File: src/rtl/rv32i_lsu.sv
// Load/store unit for the rv32i core: one request at a time, registered memory
// controls, load extension, alignment/legality checking and a single response pulse.
module rv32i_lsu #(
    parameter int DATA_WIDTH     = 32,
    parameter int REG_ADDR_WIDTH = 5
) (
    input  logic                      clk,
    input  logic                      rst,
    input  logic                      req_valid,
    output logic                      req_ready,
    input  logic                      req_load,
    input  logic                      req_store,
    input  logic [2:0]                req_funct3,
    input  logic [DATA_WIDTH-1:0]     req_addr,
    input  logic [DATA_WIDTH-1:0]     req_wdata,
    input  logic [REG_ADDR_WIDTH-1:0] req_rd,
    output logic                      resp_valid,
    output logic                      resp_we,
    output logic [REG_ADDR_WIDTH-1:0] resp_rd,
    output logic [DATA_WIDTH-1:0]     resp_rdata,
    output logic                      resp_misalign,
    output logic [DATA_WIDTH-1:0]     resp_fault_addr,
    output logic [DATA_WIDTH-1:0]     daddr,
    output logic [DATA_WIDTH-1:0]     ddout,
    input  logic [DATA_WIDTH-1:0]     ddin,
    output logic                      dwe0,
    output logic                      dwe1,
    output logic                      dwe2
);

    localparam logic [1:0] ST_IDLE  = 2'd0;
    localparam logic [1:0] ST_ISSUE = 2'd1;
    localparam logic [1:0] ST_READ  = 2'd2;
    localparam logic [1:0] ST_RESP  = 2'd3;

    function automatic logic op_legal(input logic ld, input logic st, input logic [2:0] f3);
        logic ok;
        ok = 1'b0;
        case (f3)
            3'b000, 3'b001, 3'b010: ok = ld ^ st;
            3'b100, 3'b101:         ok = ld & ~st;
            default:                ok = 1'b0;
        endcase
        return ok;
    endfunction

    function automatic logic op_misaligned(input logic [2:0] f3, input logic [1:0] a);
        logic mis;
        mis = 1'b0;
        case (f3[1:0])
            2'b01:   mis = a[0];
            2'b10:   mis = |a;
            default: mis = 1'b0;
        endcase
        return mis;
    endfunction

    // Store data is right-aligned; bytes above the access size are cleared.
    function automatic logic [DATA_WIDTH-1:0] store_data(input logic [2:0] f3,
                                                         input logic [DATA_WIDTH-1:0] w);
        logic [DATA_WIDTH-1:0] d;
        d = w;
        case (f3[1:0])
            2'b00:   d = {{(DATA_WIDTH-8){1'b0}}, w[7:0]};
            2'b01:   d = {{(DATA_WIDTH-16){1'b0}}, w[15:0]};
            default: d = w;
        endcase
        return d;
    endfunction

    function automatic logic [DATA_WIDTH-1:0] load_extend(input logic [2:0] f3,
                                                          input logic [DATA_WIDTH-1:0] d);
        logic [DATA_WIDTH-1:0] r;
        r = d;
        case (f3)
            3'b000:  r = {{(DATA_WIDTH-8){d[7]}}, d[7:0]};
            3'b001:  r = {{(DATA_WIDTH-16){d[15]}}, d[15:0]};
            3'b100:  r = {{(DATA_WIDTH-8){1'b0}}, d[7:0]};
            3'b101:  r = {{(DATA_WIDTH-16){1'b0}}, d[15:0]};
            default: r = d;
        endcase
        return r;
    endfunction

    logic [1:0]                state_q, state_d;
    logic                      req_ready_q, req_ready_d;
    logic                      load_q, load_d;
    logic [2:0]                funct3_q, funct3_d;
    logic [REG_ADDR_WIDTH-1:0] rd_q, rd_d;
    logic [DATA_WIDTH-1:0]     daddr_q, daddr_d;
    logic [DATA_WIDTH-1:0]     ddout_q, ddout_d;
    logic                      dwe0_q, dwe0_d;
    logic                      dwe1_q, dwe1_d;
    logic                      dwe2_q, dwe2_d;
    logic                      resp_valid_q, resp_valid_d;
    logic                      resp_we_q, resp_we_d;
    logic [REG_ADDR_WIDTH-1:0] resp_rd_q, resp_rd_d;
    logic [DATA_WIDTH-1:0]     resp_rdata_q, resp_rdata_d;
    logic                      resp_misalign_q, resp_misalign_d;
    logic [DATA_WIDTH-1:0]     resp_fault_addr_q, resp_fault_addr_d;
    logic                      legal_s;
    logic                      misalign_s;

    assign legal_s    = op_legal(req_load, req_store, req_funct3);
    assign misalign_s = op_misaligned(req_funct3, req_addr[1:0]);

    // Next-state and next-output computation for the request sequencer.
    always_comb begin
        state_d           = state_q;
        load_d            = load_q;
        funct3_d          = funct3_q;
        rd_d              = rd_q;
        daddr_d           = daddr_q;
        ddout_d           = ddout_q;
        dwe0_d            = 1'b0;
        dwe1_d            = 1'b0;
        dwe2_d            = 1'b0;
        resp_valid_d      = 1'b0;
        resp_we_d         = resp_we_q;
        resp_rd_d         = resp_rd_q;
        resp_rdata_d      = resp_rdata_q;
        resp_misalign_d   = resp_misalign_q;
        resp_fault_addr_d = resp_fault_addr_q;

        case (state_q)
            ST_IDLE: begin
                if (req_valid) begin
                    load_d   = req_load;
                    funct3_d = req_funct3;
                    rd_d     = req_rd;
                    if (!legal_s || misalign_s) begin
                        // Rejected requests answer immediately and never touch memory.
                        state_d           = ST_RESP;
                        resp_valid_d      = 1'b1;
                        resp_we_d         = 1'b0;
                        resp_rd_d         = req_rd;
                        resp_rdata_d      = '0;
                        resp_misalign_d   = legal_s;
                        resp_fault_addr_d = legal_s ? req_addr : '0;
                    end else begin
                        state_d = ST_ISSUE;
                        daddr_d = req_addr;
                        if (req_store) begin
                            ddout_d = store_data(req_funct3, req_wdata);
                            dwe0_d  = (req_funct3[1:0] == 2'b00);
                            dwe1_d  = (req_funct3[1:0] == 2'b01);
                            dwe2_d  = (req_funct3[1:0] == 2'b10);
                        end else begin
                            ddout_d = ddout_q;
                        end
                    end
                end else begin
                    state_d = ST_IDLE;
                end
            end
            ST_ISSUE: begin
                if (load_q) begin
                    state_d = ST_READ;
                end else begin
                    state_d           = ST_RESP;
                    resp_valid_d      = 1'b1;
                    resp_we_d         = 1'b0;
                    resp_rd_d         = rd_q;
                    resp_rdata_d      = '0;
                    resp_misalign_d   = 1'b0;
                    resp_fault_addr_d = '0;
                end
            end
            ST_READ: begin
                state_d           = ST_RESP;
                resp_valid_d      = 1'b1;
                resp_we_d         = (rd_q != '0);
                resp_rd_d         = rd_q;
                resp_rdata_d      = load_extend(funct3_q, ddin);
                resp_misalign_d   = 1'b0;
                resp_fault_addr_d = '0;
            end
            ST_RESP: begin
                state_d = ST_IDLE;
            end
            default: begin
                state_d = ST_IDLE;
            end
        endcase

        req_ready_d = (state_d == ST_IDLE);
    end

    // State and output registers; reset abandons any request in flight.
    always_ff @(posedge clk or negedge rst) begin
        if (!rst) begin
            state_q           <= ST_IDLE;
            req_ready_q       <= 1'b1;
            load_q            <= 1'b0;
            funct3_q          <= 3'b000;
            rd_q              <= '0;
            daddr_q           <= '0;
            ddout_q           <= '0;
            dwe0_q            <= 1'b0;
            dwe1_q            <= 1'b0;
            dwe2_q            <= 1'b0;
            resp_valid_q      <= 1'b0;
            resp_we_q         <= 1'b0;
            resp_rd_q         <= '0;
            resp_rdata_q      <= '0;
            resp_misalign_q   <= 1'b0;
            resp_fault_addr_q <= '0;
        end else begin
            state_q           <= state_d;
            req_ready_q       <= req_ready_d;
            load_q            <= load_d;
            funct3_q          <= funct3_d;
            rd_q              <= rd_d;
            daddr_q           <= daddr_d;
            ddout_q           <= ddout_d;
            dwe0_q            <= dwe0_d;
            dwe1_q            <= dwe1_d;
            dwe2_q            <= dwe2_d;
            resp_valid_q      <= resp_valid_d;
            resp_we_q         <= resp_we_d;
            resp_rd_q         <= resp_rd_d;
            resp_rdata_q      <= resp_rdata_d;
            resp_misalign_q   <= resp_misalign_d;
            resp_fault_addr_q <= resp_fault_addr_d;
        end
    end

    assign req_ready       = req_ready_q;
    assign resp_valid      = resp_valid_q;
    assign resp_we         = resp_we_q;
    assign resp_rd         = resp_rd_q;
    assign resp_rdata      = resp_rdata_q;
    assign resp_misalign   = resp_misalign_q;
    assign resp_fault_addr = resp_fault_addr_q;
    assign daddr           = daddr_q;
    assign ddout           = ddout_q;
    assign dwe0            = dwe0_q;
    assign dwe1            = dwe1_q;
    assign dwe2            = dwe2_q;

endmodule

File: config.mk
export PLATFORM = sky130hd
export DESIGN_NAME = rv32i_lsu
export DESIGN_NICKNAME = d
export VERILOG_FILES = /design/src/rtl/rv32i_lsu.sv
export SDC_FILE = /design/constraint.sdc
export NUM_CORES = 1
export LEC_CHECK = 0
export CELL_PAD_IN_SITES_DETAIL_PLACEMENT = 1
export CELL_PAD_IN_SITES_GLOBAL_PLACEMENT = 1
export CORE_AREA = 8 8 139 141
export CTS_BUF_LIST = sky130_fd_sc_hd__clkbuf_2 sky130_fd_sc_hd__clkbuf_4 sky130_fd_sc_hd__clkbuf_8
export DETAILED_ROUTE_END_ITERATION = 8
export DIE_AREA = 0 0 147 149
export PLACE_DENSITY_LB_ADDON = 0.1
export SLEW_MARGIN = 40
export SYNTH_ARGS = -nofsm -noshare
export SYNTH_HDL_FRONTEND = slang
export SYNTH_SLANG_ARGS = --single-unit
File: constraint.sdc
create_clock -name clk -period 3 [get_ports clk]
set_input_delay 0.6 -clock clk [delete_from_list [all_inputs] [get_ports clk]]
set_output_delay 0.6 -clock clk [all_outputs]
set_load 0.01 [all_outputs]
==> results of run 1 <==
[kinds of logic (layout without fill, tap and decap cells)]
family	Yosys count	in the layout	share of synthesized area, %
AO/OA/AOI/OAI	62	62	7.51
adder cells (fa/ha/maj)	8	8	1.57
buffers and inverters	68	333	4.45
flip-flops	151	151	59.4
multiplexers	115	115	19.7
other	0	1	0
AND/OR/NAND/NOR	87	87	7.36
[power breakdown]
group | total, mW | leakage [nW] | internal (mW) | switching, mW
clock network | 1.62 | 0.205 | 0.848 | 0.768
registers | 3.13 | 1.92 | 2.70 | 0.421
logic | 3.86 | 2.22 | 2.16 | 1.70
[area by class of cell]
type                            count  area, sq um  share of cell area [%]
Inverter                           39          146                    1.52
Clock inverter                     13          155                    1.61
Multi-Input combinational cell    272         2330                    24.1
Tap cell                          225          282                    2.92
Clock buffer                       19          255                    2.65
Sequential cell                   151         3780                    39.2
Timing Repair Buffer              262         2690                    27.9
Antenna cell                        1         2.50                  0.0260
[per-stage QoR]
step           total power, mW  hold WS, ns
2_1_floorplan             4.99        0.304
6_report                  8.60        0.149
4_1_cts                   8.75        0.149
5_1_grt                   9.15        0.178
3_5_place_dp              7.08        0.469
3_3_place_gp              6.92        0.462
[per-layer routing]
metal / vias to the layer above / GRT usage, % / wire [um]
met5: - / 0 / 0
met4: 0 / 7.55 / 345
met3: 23 / 6.71 / 1480
met2: 152 / 31.7 / 10000
met1: 2398 / 19.7 / 7740
li1: 2186 / - / -
[cells in the final DEF (no fill, tap or decap), types with 2 or more instances in the layout]
master / n
clkdlybuf4s50_1: 247
dfrtp_1: 150
mux2_2: 76
inv_1: 39
nand2_1: 38
mux2i_1: 34
a22o_1: 32
nand2b_1: 18
clkbuf_8: 18
and3_1: 16
o21ai_0: 11
a21boi_0: 8
ha_1: 8
buf_12: 8
buf_4: 6
mux2_1: 5
clkinv_2: 5
a21oi_1: 3
and2_1: 3
bufinv_16: 3
clkinvlp_4: 3
nor2_1: 2
nand3_1: 2
o21bai_1: 2
nor2b_1: 2
clkinv_4: 2
[critical path, delay by kind of cell]
family / cells / cell delay [ns]
compound gates: 3 / 0.86
fa+ha+maj: 1 / 0.25
simple gates: 1 / 0.07
buf+inv: 4 / 1.06
[flip-flops by register name, indices dropped and copies added (netlist names), 2 cells and up]
register,cells
resp_rdata,32
resp_rd,5
rd_q,5
funct3_q,3
state_q,2
ddout,32
daddr,32
resp_fault_addr,32
[final timing paths]
| kind | startpoint | cells after the start | endpoint | slack, ns |
|---|---|---|---|---|
| setup reg to reg | state_q[1] | 8 | resp_fault_addr[6] | 0.67 |
| setup / recovery | req_funct3[1] | 9 | resp_fault_addr[6] | 0.51 |
| max in group asynchronous | rst | 2 | resp_fault_addr[6] | 2.14 |
| hold reg to reg | daddr[6] | 1 | daddr[6] | 0.49 |
| min in group clk | daddr[6] | 1 | daddr[6] | 0.49 |
| hold / removal | rst | 1 | resp_rdata[23] | 0.15 |
==> metrics.cfg, run 1 <==
[worst_hold_path]
hold_class=in2async

[clock_network]
post-cts-setup-buffer-count=0
path_clk_slew_ns=0.09
hold_buffers=0
clk_path_buf_depth=2
htreeDepth=4
cts_resized=0
cts_sinks=151
insertion_delay_ns=0.45
cts_buffers=17
cts_tree=done
root_buffer=clkbuf_8

[setup_path]
crit_type=in2reg
crit_path_cell_trace=clkdlybuf4s50_1 -> inv_1 -> ha_1 -> nor3_1 -> o32a_2 -> o21ai_4 -> buf_12 -> buf_4 -> a22o_1
cp-end-kind=register
critPathMaxFanout=28
critPathRequiredTime_ns=3.38
cp-start-kind=input pin
crit_slowest_cell=clkdlybuf4s50_1
critical_path.max_stage_delay_ns=0.43
critical_path_arrival_ns=2.87

[sta]
fmax_ghz=0.402
final.setup.tns_ns=0
fin_skew_ns=0.0119
fin_crit_sh_pct=83.0
rsz0062_at_grt=no
slew_headroom_pct=48.1
hold_viol=0
setup_viol_count_final=0
worst_slack_ns=0.510
drv_slew=0
tightest_slew_ns=0.778
finalCriticalPeriod_ns=2.49

[placed_design]
placed_area_sq_mm=0.00922
dp_slack_ns=0.0424
place_congestion=0.743
dp.cells=949
hpwl_um=14800
port_buffers=248

[floorplanning]
coreArea_sq_mm=0.0171
initial_core_util_pct=37.3
fp.dieW_um=147
die_height_um=149
top_level_ports=249
rows=48
dieArea_sq_mm=0.0219

[routing]
dr.pass1.iters=4
wl_um=19600
drtIter0Drc=146
viasPerCell=4.85
wire_per_inst_um=19.9
drc=0
ant_nets=0
num_vias=4759

[power]
power_density_mw_per_mm2=893
cellLeakagePower_nw=4.35
peakVddDrop_mv=0.382

[logic_synthesis]
synth_common_cells=dfrtp_1 (150), mux2_2 (76), inv_1 (39)
synth-seq-cells=151
synth-edff-count=0
synth_flop_cell=dfrtp_1
avgSynthCellArea_sq_um=13.0
synthCells=491
yosysUniqueCellTypes=36
yosysSeqAreaShare_pct=59.4
async_flop_share_pct=100
netlist_area_sq_mm=0.00636
synthMostInstantiatedCell=dfrtp_1
synth_area_leaders=dfrtp_1 (59%), mux2_2 (13%), mux2i_1 (5.4%)
yosysTopAreaCellShare_pct=59.0
yosys.area.top_type=dfrtp_1
ys_warn_count=0
synth.net_count=608

[global_route]
first_global_vias=5561
grtUsageTotal_pct=18.2
grt_start_max_net_pins=72
grt_pass1_wl_um=31300
grt_overflow=0
antenna_found_initial=1

[final_layout]
final_cell_area_sq_mm=0.00964
drive_gt1_share_pct=17.2
stdcell_count=982
area_growth_pct=51.5
fill_cells=1771
nNetsFinal=860
final_util_pct=56.5

[status]
status=completed

[run]
cap_violations=0

Note: power is estimated with default switching activity, not from simulation.
==> inputs of run 2 (changes only) <==
--- a/config.mk
+++ b/config.mk
@@ -7,10 +7,10 @@
 export LEC_CHECK = 0
 export CELL_PAD_IN_SITES_DETAIL_PLACEMENT = 1
 export CELL_PAD_IN_SITES_GLOBAL_PLACEMENT = 1
-export CORE_AREA = 8 8 139 141
+export CORE_AREA = 8 8 144 146
 export CTS_BUF_LIST = sky130_fd_sc_hd__clkbuf_2 sky130_fd_sc_hd__clkbuf_4 sky130_fd_sc_hd__clkbuf_8
 export DETAILED_ROUTE_END_ITERATION = 8
-export DIE_AREA = 0 0 147 149
+export DIE_AREA = 0 0 152 154
 export PLACE_DENSITY_LB_ADDON = 0.1
 export SLEW_MARGIN = 40
 export SYNTH_ARGS = -nofsm -noshare
==> constraint.sdc (replaced) <==
create_clock -name clk -period 2.55 [get_ports clk]
set_input_delay 0.51 -clock clk [delete_from_list [all_inputs] [get_ports clk]]
set_output_delay 0.51 -clock clk [all_outputs]
set_load 0.01 [all_outputs]
==> run 2 against run 1 <==
Register-to-register slack got worse by 0.43 ns. Die area rose by 6.9%. Clock-buffer cell count shrank 1. Highest routed layer is now met5. Global-route usage decreased by 1.0 points. Largest cell class unchanged. Power rose by 16%. Critical path depth is 1 higher. Clock power rose by 5%. First-iteration DRC count down 6.2%. Combinational power is 20% higher. Via count up 0.84%.
==> metrics.cfg, run 2 (same netlist as run 1, synthesis figures left out) <==
[status]
status=completed

[sta]
finalCriticalPeriod_ns=2.36
drv_slew=0
fmax_ghz=0.424
fin_skew_ns=0.0192
rsz0062_at_grt=no
tightest_slew_ns=0.591
slew_headroom_pct=60.6
setup_viol_count_final=0
hold_viol=0
fin_crit_sh_pct=92.5

[setup_path]
timing.rr.end=resp_fault_addr[0]
critical_path_arrival_ns=2.69
critPathRequiredTime_ns=2.89
critPathMaxFanout=21
reg2regPathDepth=8
cp-end-kind=register
cp-start-kind=input pin
crit_type=in2reg
r2r-start=state_q[1]
r2r_setup_slack_ns=0.24

[clock_network]
cts_resized=0
clk_path_buf_depth=2
cts_sinks=151
path_clk_slew_ns=0.09
htreeDepth=4
insertion_delay_ns=0.46
cts_tree=done
hold_buffers=1
post-cts-setup-buffer-count=0
root_buffer=clkbuf_8
cts_buffers=17

[floorplanning]
rows=50
top_level_ports=249
die_height_um=154
initial_core_util_pct=34.5
dieArea_sq_mm=0.0234
coreArea_sq_mm=0.0185
fp.dieW_um=152

[worst_hold_path]
hold_depth=1
holdPathEnd=daddr[5]
worstHoldStart=daddr[5]
hold_class=reg2reg

[routing]
dr.pass1.iters=4
viasPerCell=4.78
ant_nets=0
drtIter0Drc=137
num_vias=4799
wire_per_inst_um=19.6
wl_um=19700
drc=0

[placed_design]
hpwl_um=14900
place_congestion=0.751
dp.cells=972
placed_area_sq_mm=0.00933
port_buffers=248

[final_layout]
nNetsFinal=875
stdcell_count=1005
area_growth_pct=52.6
n_antenna_cell=0
fill_cells=1926
final_cell_area_sq_mm=0.00971
final_common_cell=clkdlybuf4s50_1
drive_gt1_share_pct=18.9
final_cell_mix=clkdlybuf4s50_1 (247), dfrtp_1 (150), mux2_2 (76)

[power]
cellLeakagePower_nw=4.40
power_density_mw_per_mm2=1030
peakVddDrop_mv=0.495

[global_route]
antenna_found_initial=1
grtUsageTotal_pct=17.2
grt_overflow=0
first_global_vias=5559
grt_start_max_net_pins=60
grt_pass1_wl_um=31800

[run]
cap_violations=0

==> run 2: changes by cell type in the layout (fill, tap and decap cells not counted), moves of 2 or more <==
cell | previous run | this run
clkinv_4 | 2 | 4
clkinv_2 | 5 | 2
clkinvlp_4 | 3 | 1
buf_4 | 6 | 21
inv_6 | 0 | 7
bufinv_16 | 3 | 0
==> run 2: power breakdown <==
group	internal, mW	switching (mW)	total (mW)	leakage (nW)
registers	3.18	0.453	3.63	1.92
clock network	0.722	0.974	1.70	0.186
logic	2.59	2.06	4.65	2.29
total	6.49	3.48	9.98	4.40
==> run 2: metrics by stage <==
step                util, %  setup WS (ns)  setup TNS, ns  power, mW  hold slack (ns)
floorplan                 -          0.220              0       5.87            0.214
global placement       50.5         -0.203         -22.40       8.24            0.472
detailed placement     50.6         -0.299         -27.81       8.40            0.478
CTS                    52.6          0.206              0       10.2            0.499
global route           52.6         0.0387              0       10.6            0.528
finish                 52.6          0.192              0       9.98            0.494
==> run 2: layer usage <==
metal	track usage, %	wire length, um	up-vias
met5	0	17	-
met1	19.7	8040	2428
li1	-	-	2214
met2	29.8	10100	138
met3	6.08	1330	17
met4	5.14	214	2
==> run 2: cell type report <==
cell class | instances | area, sq um | area share [%]
inverters | 39 | 146 | 1.51
clock inverters | 14 | 114 | 1.17
clock buffers | 18 | 248 | 2.55
multi-input cells | 272 | 2330 | 24.0
flip-flops and latches | 151 | 3780 | 38.9
repair buffers | 277 | 2790 | 28.8
well taps | 234 | 293 | 3.02
==> run 2: worst max-delay path by stage <==
stage | cells after the start | end | slack (ns) | startpoint
floorplan | 6 | ddout[5] | 0.22 | req_store
global placement | 8 | daddr[26] | -0.20 | req_funct3[1]
detailed placement | 10 | resp_fault_addr[9] | -0.30 | req_funct3[0]
CTS | 10 | resp_fault_addr[15] | 0.21 | req_funct3[0]
global route | 10 | resp_fault_addr[0] | 0.04 | req_funct3[0]
finish | 10 | resp_fault_addr[0] | 0.19 | req_funct3[0]
==> run 2: critical path, stage by stage <==
cell and delay [ns]:
clkdlybuf4s50_1 0.49, inv_1 0.08, ha_1 0.21, buf_4 0.14, nor2_1 0.15, o32a_2 0.31
o21ai_4 0.10, buf_4 0.20, buf_4 0.22, a22o_1 0.26
==> inputs of run 3 (changes only) <==
--- a/config.mk
+++ b/config.mk
@@ -7,10 +7,11 @@
 export LEC_CHECK = 0
 export CELL_PAD_IN_SITES_DETAIL_PLACEMENT = 1
 export CELL_PAD_IN_SITES_GLOBAL_PLACEMENT = 1
-export CORE_AREA = 8 8 144 146
+export CORE_AREA = 8 8 200 107
 export CTS_BUF_LIST = sky130_fd_sc_hd__clkbuf_2 sky130_fd_sc_hd__clkbuf_4 sky130_fd_sc_hd__clkbuf_8
+export CTS_CLUSTER_SIZE = 10
 export DETAILED_ROUTE_END_ITERATION = 8
-export DIE_AREA = 0 0 152 154
+export DIE_AREA = 0 0 208 115
 export PLACE_DENSITY_LB_ADDON = 0.1
 export SLEW_MARGIN = 40
 export SYNTH_ARGS = -nofsm -noshare
==> run 3 against run 2 <==
Global-route usage rose by 0.45 points. Final cell count up 1.8%. Worst hold slack got worse by 0.46 ns. Setup slack worse by 0.093 ns. Via count hardly changed. Largest power group unchanged. Sequential cell count unchanged. Non-clock buffer count grew 5. Clock power increased by 5%.
==> metrics.cfg, run 3 (same netlist as run 1, synthesis figures left out) <==
[status]
status=completed

[global_route]
grtUsageTotal_pct=17.6
grt_pass1_wl_um=33000
antenna_found_initial=0
first_global_vias=5488
grt_start_max_net_pins=65
grt_overflow=0

[final_layout]
area_growth_pct=54.1
final_cell_mix=clkdlybuf4s50_1 (247), dfrtp_1 (150), mux2_2 (76)
nNetsFinal=880
final_common_cell=clkdlybuf4s50_1
n_antenna_cell=0
ff_latch_area_sq_mm=0.00378
drive_gt1_share_pct=19.6
multiInputGateArea_sq_mm=0.00233
fill_cells=1941
final_util_pct=52.3

[power]
p_sw_share_pct=34.6
cellLeakagePower_nw=4.43
power_density_mw_per_mm2=1050
peakVddDrop_mv=0.464
p_sw_mw=3.55
power.share.clock_pct=17.5
p_seq_share_pct=36.0
combPwrFrac_pct=46.6
internal_power_mw=6.71

[sta]
final.setup.tns_ns=0
setup_viol_count_final=0
drv_slew=0
hold_viol=0
slew_headroom_pct=58.6
tightest_slew_ns=0.621
worst_slack_ns=0.0986
fmax_ghz=0.408
finalCriticalPeriod_ns=2.45
whs_ns=0.0293
fin_crit_sh_pct=96.1
rsz0062_at_grt=no
fin_skew_ns=0.0106

[placed_design]
dp_slack_ns=-0.359
hpwl_um=15900
place_congestion=0.778
port_buffers=248

[setup_path]
critPathRequiredTime_ns=2.89
critical_path.max_stage_delay_ns=0.43
critical_path_arrival_ns=2.79
r2r-start=state_q[0]
crit_type=in2reg
cp-end-kind=register
crit_path_start=req_funct3[1]
critPathMaxFanout=21
crit_slowest_cell=clkdlybuf4s50_1
cp_top_family=buffers and inverters
crit_path_cell_trace=clkdlybuf4s50_1 -> inv_1 -> ha_2 -> nor3_1 -> o32a_2 -> o21ai_4 -> buf_12 -> buf_4 -> mux2i_1
cp-start-kind=input pin
crit_buf_inv=4
r2r_setup_slack_ns=0.35

[floorplanning]
dieArea_sq_mm=0.0239
coreArea_sq_mm=0.0187
die_height_um=115
fp.dieW_um=208
top_level_ports=249
rows=36
initial_core_util_pct=33.9

[routing]
drc=0
ant_nets=0
drtIter0Drc=158
num_vias=4800
dr.pass1.iters=4
wl_um=20700
viasPerCell=4.69
wire_per_inst_um=20.2

[worst_hold_path]
hold_class=in2async

[clock_network]
htreeDepth=4
post-cts-setup-buffer-count=0
root_buffer=clkbuf_8
cts_tree=done
cts_sinks=151
path_clk_slew_ns=0.09
insertion_delay_ns=0.44
clk_path_buf_depth=2
cts_buffers=17

[run]
cap_violations=0

run 3: cell count changes in the layout (fill, tap and decap cells not counted):
| cell | change |
|---|---|
| clkinv_2 | +2 |
| inv_6 | -5 |
| clkbuf_4 | +1 |
| bufinv_16 | +1 |
| clkinv_4 | -4 |
| clkinvlp_4 | +3 |
| buf_4 | +4 |
| dlygate4sd3_1 | -1 |
| buf_12 | +2 |
| clkbuf_8 | +2 |
run 3: area by class of cell:
| class | instances | share of cell area, % |
|---|---|---|
| flip-flops and latches | 151 | 38.6 |
| repair buffers | 282 | 29.1 |
| multi-input cells | 272 | 23.8 |
| well taps | 247 | 3.15 |
| clock buffers | 21 | 2.89 |
| inverters | 39 | 1.49 |
| clock inverters | 11 | 0.996 |
run 3: worst paths after layout:
kind	cells past startpoint	endpoint
setup reg to reg	8	resp_fault_addr[13]
hold / removal	1	ddout[22]
max in group asynchronous	2	daddr[28]
min in group clk	1	resp_misalign
hold reg to reg	1	resp_misalign
setup / recovery	9	resp_rdata[1]
run 3: stage by stage:
stage / instance area, sq um / total power, mW / cells
after floorplan: 6360 / 5.87 / 491
after global placement: 9410 / 8.40 / 991
after detailed placement: 9420 / 8.59 / 991
after CTS: 9800 / 10.5 / 1023
after global routing: 9800 / 10.9 / 1023
final: 9800 / 10.3 / 1023
run 3: worst reg2reg max path, stage by stage, from the launching register on:
cell and delay (ns):
dfrtp_1 0.42, inv_1 0.10, ha_1 0.21, nand2_1 0.27, a22oi_1 0.33, o21ai_4 0.14
buf_4 0.19, buf_4 0.18, a22o_1 0.25
run 3: power groups by stage:
stage | clock, mW | combinational, mW | sequential (mW)
2_1_floorplan | 0 | 1.94 | 3.93
3_3_place_gp | 0 | 4.72 | 3.67
4_1_cts | 1.87 | 4.89 | 3.70
6_report | 1.79 | 4.77 | 3.69
3_5_place_dp | 0 | 4.86 | 3.73
5_1_grt | 1.96 | 5.17 | 3.80
run 3: routing by layer:
metal | part of all wire (%) | track usage [%] | routed length [um]
met1 | 45 | 22.9 | 9390
met2 | 46 | 27.0 | 9460
met3 | 8.1 | 8.00 | 1680
met4 | 0.81 | 3.62 | 168
met5 | 0 | 0 | 0
run 3: what timing repair did:
action	4_1_cts	5_1_grt
setup endpoints to repair	0	7
resized for setup	0	1
hold buffers	0	0
